### config.mk
export PLATFORM = sky130hd
export DESIGN_NAME = mul
export DESIGN_NICKNAME = d
export VERILOG_FILES = /design/src/rtl/mul_pkg.sv /design/src/rtl/mul.sv
export SDC_FILE = /design/constraint.sdc
export NUM_CORES = 1
export LEC_CHECK = 0
export CORE_MARGIN = 5
export CORE_UTILIZATION = 30
export DETAILED_ROUTE_END_ITERATION = 7
export GPL_TIMING_DRIVEN = 0
export PLACE_DENSITY = 0.52
export SYNTH_ARGS = -nofsm -noshare
export SYNTH_HDL_FRONTEND = slang
export SYNTH_SLANG_ARGS = --single-unit
### constraint.sdc
create_clock -name clk -period 3.33 [get_ports clk]
set_input_delay 0.666 -clock clk [delete_from_list [all_inputs] [get_ports clk]]
set_output_delay 0.666 -clock clk [all_outputs]
set_load 0.005 [all_outputs]
### src/rtl/mul_pkg.sv
// Shared widths, iteration count and FSM state type for the shift-and-add multiplier.
// Latency: n/a (declarations only).
// Backpressure: n/a.
package mul_pkg;
  localparam int OP_W   = 8;               // operand width
  localparam int PROD_W = 16;              // product width
  localparam int ITERS  = 8;               // one WORK cycle per multiplier bit
  localparam int CNT_W  = $clog2(ITERS);   // iteration counter width

  typedef enum logic {
    IDLE = 1'b0,
    WORK = 1'b1
  } state_e;
endpackage

### src/rtl/mul.sv
// 8x8 unsigned shift-and-add multiplier; all additions go through an external adder.
// Latency: busy high for exactly 8 cycles after the start edge; result valid as busy falls.
// Backpressure: start is accepted only when idle; start while busy is dropped, not queued.
// Ports: clk/rst (sync, active-high); a_i/b_i/start request; result/busy status;
//        sum_in_a/sum_in_b drive the external adder, sum_out is its combinational result.
module mul
  import mul_pkg::*;
(
  input  logic              clk,
  input  logic              rst,
  input  logic [OP_W-1:0]   a_i,
  input  logic [OP_W-1:0]   b_i,
  input  logic              start,
  output logic [PROD_W-1:0] result,
  output logic              busy,
  output logic [PROD_W-1:0] sum_in_a,
  output logic [PROD_W-1:0] sum_in_b,
  input  logic [PROD_W-1:0] sum_out
);

  state_e              state_q,  state_d;
  logic [PROD_W-1:0]   mcand_q,  mcand_d;   // multiplicand, shifted left each step
  logic [OP_W-1:0]     mplier_q, mplier_d;  // multiplier, shifted right each step
  logic [PROD_W-1:0]   acc_q,    acc_d;     // running partial product
  logic [CNT_W-1:0]    cnt_q,    cnt_d;     // completed WORK steps
  logic [PROD_W-1:0]   result_q, result_d;

  always_ff @(posedge clk) begin
    if (rst) begin
      state_q  <= IDLE;
      mcand_q  <= '0;
      mplier_q <= '0;
      acc_q    <= '0;
      cnt_q    <= '0;
      result_q <= '0;
    end else begin
      state_q  <= state_d;
      mcand_q  <= mcand_d;
      mplier_q <= mplier_d;
      acc_q    <= acc_d;
      cnt_q    <= cnt_d;
      result_q <= result_d;
    end
  end

  always_comb begin
    state_d  = state_q;
    mcand_d  = mcand_q;
    mplier_d = mplier_q;
    acc_d    = acc_q;
    cnt_d    = cnt_q;
    result_d = result_q;
    sum_in_a = '0;
    sum_in_b = '0;

    unique case (state_q)
      IDLE: begin
        if (start) begin
          state_d  = WORK;
          mcand_d  = {{(PROD_W-OP_W){1'b0}}, a_i};
          mplier_d = b_i;
          acc_d    = '0;
          cnt_d    = '0;
        end
      end
      WORK: begin
        // Add the shifted multiplicand only when the current multiplier bit is set.
        sum_in_a = acc_q;
        sum_in_b = mplier_q[0] ? mcand_q : '0;
        acc_d    = sum_out;
        mcand_d  = mcand_q << 1;
        mplier_d = mplier_q >> 1;
        cnt_d    = cnt_q + 1'b1;
        if (cnt_q == CNT_W'(ITERS - 1)) begin
          // Final step: the adder output is already the full product.
          result_d = sum_out;
          state_d  = IDLE;
        end
      end
      default: state_d = IDLE;
    endcase
  end

  assign busy   = (state_q == WORK);
  assign result = result_q;

endmodule

**After elaboration in Yosys (flattened, before gate mapping)**

Cells that the tools add are included.

- Bits of input ports: 35
- Output and inout bits: 49
- Word-level logic and storage cells: 25
- Bits in registers: 60

- Bitwise logic cells: 1
- Mux-type cells: 14
- Reductions and logical operators: 1
- Equal/unequal tests: 2
- Add/subtract/negate cells: 1

Operators with widths:

| cell | number |
|---|---|
| 16-bit two-way mux | 5 |
| 16-bit case mux with 2 select lines | 2 |
| 8-bit case mux with 2 select lines | 1 |
| 8-bit two-way mux | 1 |
| 3-bit case mux with 2 select lines | 1 |
| 3-bit by 1-bit adder with 3-bit output, second input constant | 1 |
| 3-bit equality test, second input constant | 1 |
| 3-bit two-way mux | 1 |
| 1-bit two-way mux | 2 |
| 2-bit != test, second input constant | 1 |
| 1-bit case mux with 2 select lines | 1 |
| 2-bit AND reduction | 1 |
| 1-bit NOT | 1 |

**Longest topological paths before layout**

- Depth in word-level cells: 3
- Depth in mapped cells: 6
- Depth with buffers taken out: 4

**Worst setup path before layout**

Ideal clock, no wire load.

- Kind: register to output
- Start: register state_q (netlist: busy)
- End: output sum_in_b[0]
- Path buffers: 3
- Cell stages (with the launch flop): 5
- Required time: 2.664 ns
- Data arrival time: 0.985 ns
- Path slack: 1.679 ns
- Cells stage by stage: dfxtp_1 > buf_6 > buf_6 > clkbuf_1 > and3_1

- Word-level cells in the longest chain between the ends: 1

Ends and longest elaborated chain:

| item | RTL line | RTL |
|---|---|---|
| from (decl) | mul.sv:21 | `state_e state_q, state_d;` |
| from (signal assigned) | mul.sv:37 | `state_q <= state_d;` |
| 16-bit two-way mux | mul.sv:56 | `unique case (state_q)` |
| to (decl) | mul.sv:17 | `output logic [PROD_W-1:0] sum_in_b,` |

No other way between the ends.

**Final worst setup path**

- Start: register state_q (netlist: busy)
- End: output sum_in_b[13]

Same word-level chain as after synthesis.

==> results.md <==
* Status: completed
* Die Y at 106 µm
* Cell area after layout at 3940 µm²
* Flops & latches, synth at 60
* Clk Latency, worst-skew pair at 0.33 ns
* Number of enable flip-flop cells after synthesis at 0
* Num rows at 35
* Most common cell in the synthesized netlist: dfxtp_1
* CTS buffer count at 9
* Final setup viols at 0
* Die width at 106 µm
* Critical path fanouts, max at 10
* Placer Congestion at 0.735
* Critical Path End Type: output pin
* Combinational share of power at 12.7%
* Register Area at 1200 µm²
* CTS sink cnt at 60
* Final Cycle Share at 84.2%
* Power density over cell area at 416 nW/µm²
* Antenna-violating nets left at 0
* Ant diodes at 0
* Remaining global-route overflow at 0
* Seq/Total Area, Yosys at 43.1%
* Clock buffer depth at 2
* Gate Count Post-Synth at 306
* Placed wire-length estimate at 5760 µm
* Core Box Area at 9150 µm²
* Syn Area/Cell at 9.10 µm²
* CP required at 2.66 ns
* Commonest cells post-synth: dfxtp_1, a21oi_1, or3b_1
* All-Layer GR Usage at 14.5%
* Slack of the worst reg-to-reg path at 1.67 ns
* Internal Pwr Total at 1230 µW
* Initial antenna violation count at 0
* Worst vdd ir at 0.000198 V
* Post-Synthesis Net Count at 343
* First-pass GRT wire length at 12,800 µm
* Root Driver: clkbuf_8
* Final Skew at 0.00670 ns
* CTS tree: yes
* Post-Synthesis Cell Area at 2780 µm²
* Top-area cell type share of the netlist area at 43.1%
* Cts repair resizes at 0
* Relative slew slack at 66.2%
* Largest area contributor in the netlist: dfxtp_1
* Final Max Slew Viols at 0
* Vias in the first global route at 2,417
* Via density at 4.74
* Ys async rst share at 0%
* Worst Tran Pin Value at 0.507 ns
* Initial Utilization at 30.4%
* Die area at 11,300 µm²
* Hold Fails Final Rpt at 0
* DRT iter0 DRCs at 70
* Clock transition at the registers of the reported paths at 0.07 ns
* Setup Buffers After CTS at 0
* Yosys warns at 0
* Tightest Hold Check Type: reg -> reg
* Post-CTS Hold Buffers at 0
* Pleak at 0.00149 µW
* Psw at 408 µW
* Final min period at 2.80 ns
* Sw Share at 24.9%
* Max_cap viols at 0
* Port-buffer cells at 81
* Area occupied by multi-input gates at 1400 µm²
* RSZ-0062 raised after global routing: false
* Critical path class: reg -> out
* WP data arrival at 2.14 ns
* WL/cell at 15.3 µm
* FMAX at 357 MHz
* Worst setup SP type: register
* Routed WL at 7860 µm
* IO Count at 84
* Sequential share of power at 46.6%
* DRT Pass-1 Iters at 4
* Hold_ws at 0.468 ns
* # DRC at 0
* CTS HTree Levels at 3
* Library cells used by synthesis at 20
* Clock share of power at 40.7%
* Placed Area at 3730 µm²
* # fillers at 956
* Largest net degree at the start of global routing at 11
* Top cells by area, synth: dfxtp_1, or3b_1, a21oi_1
* Layout area overhead at 41.4%
* Primary FF master, synth: dfxtp_1
* DR vias at 2,436
* Setup TNS at 0 ns
* NumNets Final at 435
* Layout cells sized above 1 at 11.4%
state kept, by name (all words and copies together) (netlist names):
signal	count
acc_q	16
mcand_q	16
result	16
mplier_q	8
cnt_q	3
busy	1
cell usage in the layout (no fill, tap or decap), drive strengths merged, types with 2 or more instances in the layout:
cell / count
clkdlybuf4s50: 81
dfxtp: 60
a21oi: 44
clkbuf: 29
or3b: 27
nand2: 26
and3: 16
and2: 16
mux2i: 16
nand3: 16
a21bo: 16
buf: 16
nor2b: 14
a211oi: 14
nand2b: 3
nor3: 2
ha: 2
clkinv: 2
worst max-delay path, stage by stage (launching register included):
cell and delay [ns]:
dfxtp_1 0.38, buf_6 0.16, buf_6 0.14, clkbuf_1 0.38, and3_1 0.23, clkdlybuf4s50_1 0.51
path summary, 6_finish.rpt:
path / start / to / depth (start not counted)
setup / recovery: busy$_SDFF_PP0_ / sum_in_b[13] / 5
hold reg to reg: mcand_q[10]$_SDFFE_PP0P_ / mcand_q[11]$_SDFFE_PP0P_ / 2
hold / removal: mcand_q[10]$_SDFFE_PP0P_ / mcand_q[11]$_SDFFE_PP0P_ / 2
setup reg to reg: cnt_q[0]$_SDFFE_PP0P_ / result[13]$_SDFFE_PP0P_ / 6
area by class of cell:
| cell class | instances | area share [%] |
|---|---|---|
| Buffer | 33 | 4.51 |
| Clock buffer | 12 | 3.94 |
| Clock inverter | 4 | 1.21 |
| Inverter | 1 | 0.0954 |
| Multi-Input combinational cell | 212 | 35.6 |
| Sequential cell | 60 | 30.5 |
| Tap cell | 111 | 3.53 |
| Timing Repair Buffer | 81 | 20.6 |
per-stage QoR:
step | setup WS (ns) | util [%] | instances | power (µW)
floorplan | 1.68 | - | 306 | 892
global placement | 0.900 | 40.8 | 498 | 989
detailed placement | 0.867 | 40.8 | 498 | 990
CTS | 0.483 | 43.0 | 514 | 1670
global route | 0.358 | 43.0 | 514 | 1720
finish | 0.526 | 43.0 | 514 | 1640
cell families after synthesis:
family / after synthesis / synth area share (%)
buffers and inverters: 34 / 6.52
flip-flops: 60 / 43.1
adder cells (fa/ha/maj): 2 / 0.899
AO/OA/AOI/OAI: 74 / 17.4
AND/OR/NAND/NOR: 120 / 26.2
multiplexers: 16 / 5.75
power groups by stage:
| stage | logic (µW) | clock network (µW) | registers [µW] |
|---|---|---|---|
| floorplan | 117 | 0 | 775 |
| global placement | 209 | 0 | 780 |
| detailed placement | 209 | 0 | 781 |
| CTS | 211 | 696 | 764 |
| global route | 231 | 726 | 768 |
| finish | 208 | 667 | 764 |
metal layers:
layer	vias up	wire length (µm)	global-route usage (%)	part of all wire, %
met3	2	320	4.86	4.1
met5	-	0	0	0
met4	0	54	4.72	0.69
li1	1259	-	-	-
met1	1116	3580	18.6	45
met2	59	3910	22.8	50
No activity file was read; power rests on OpenSTA's default activity.
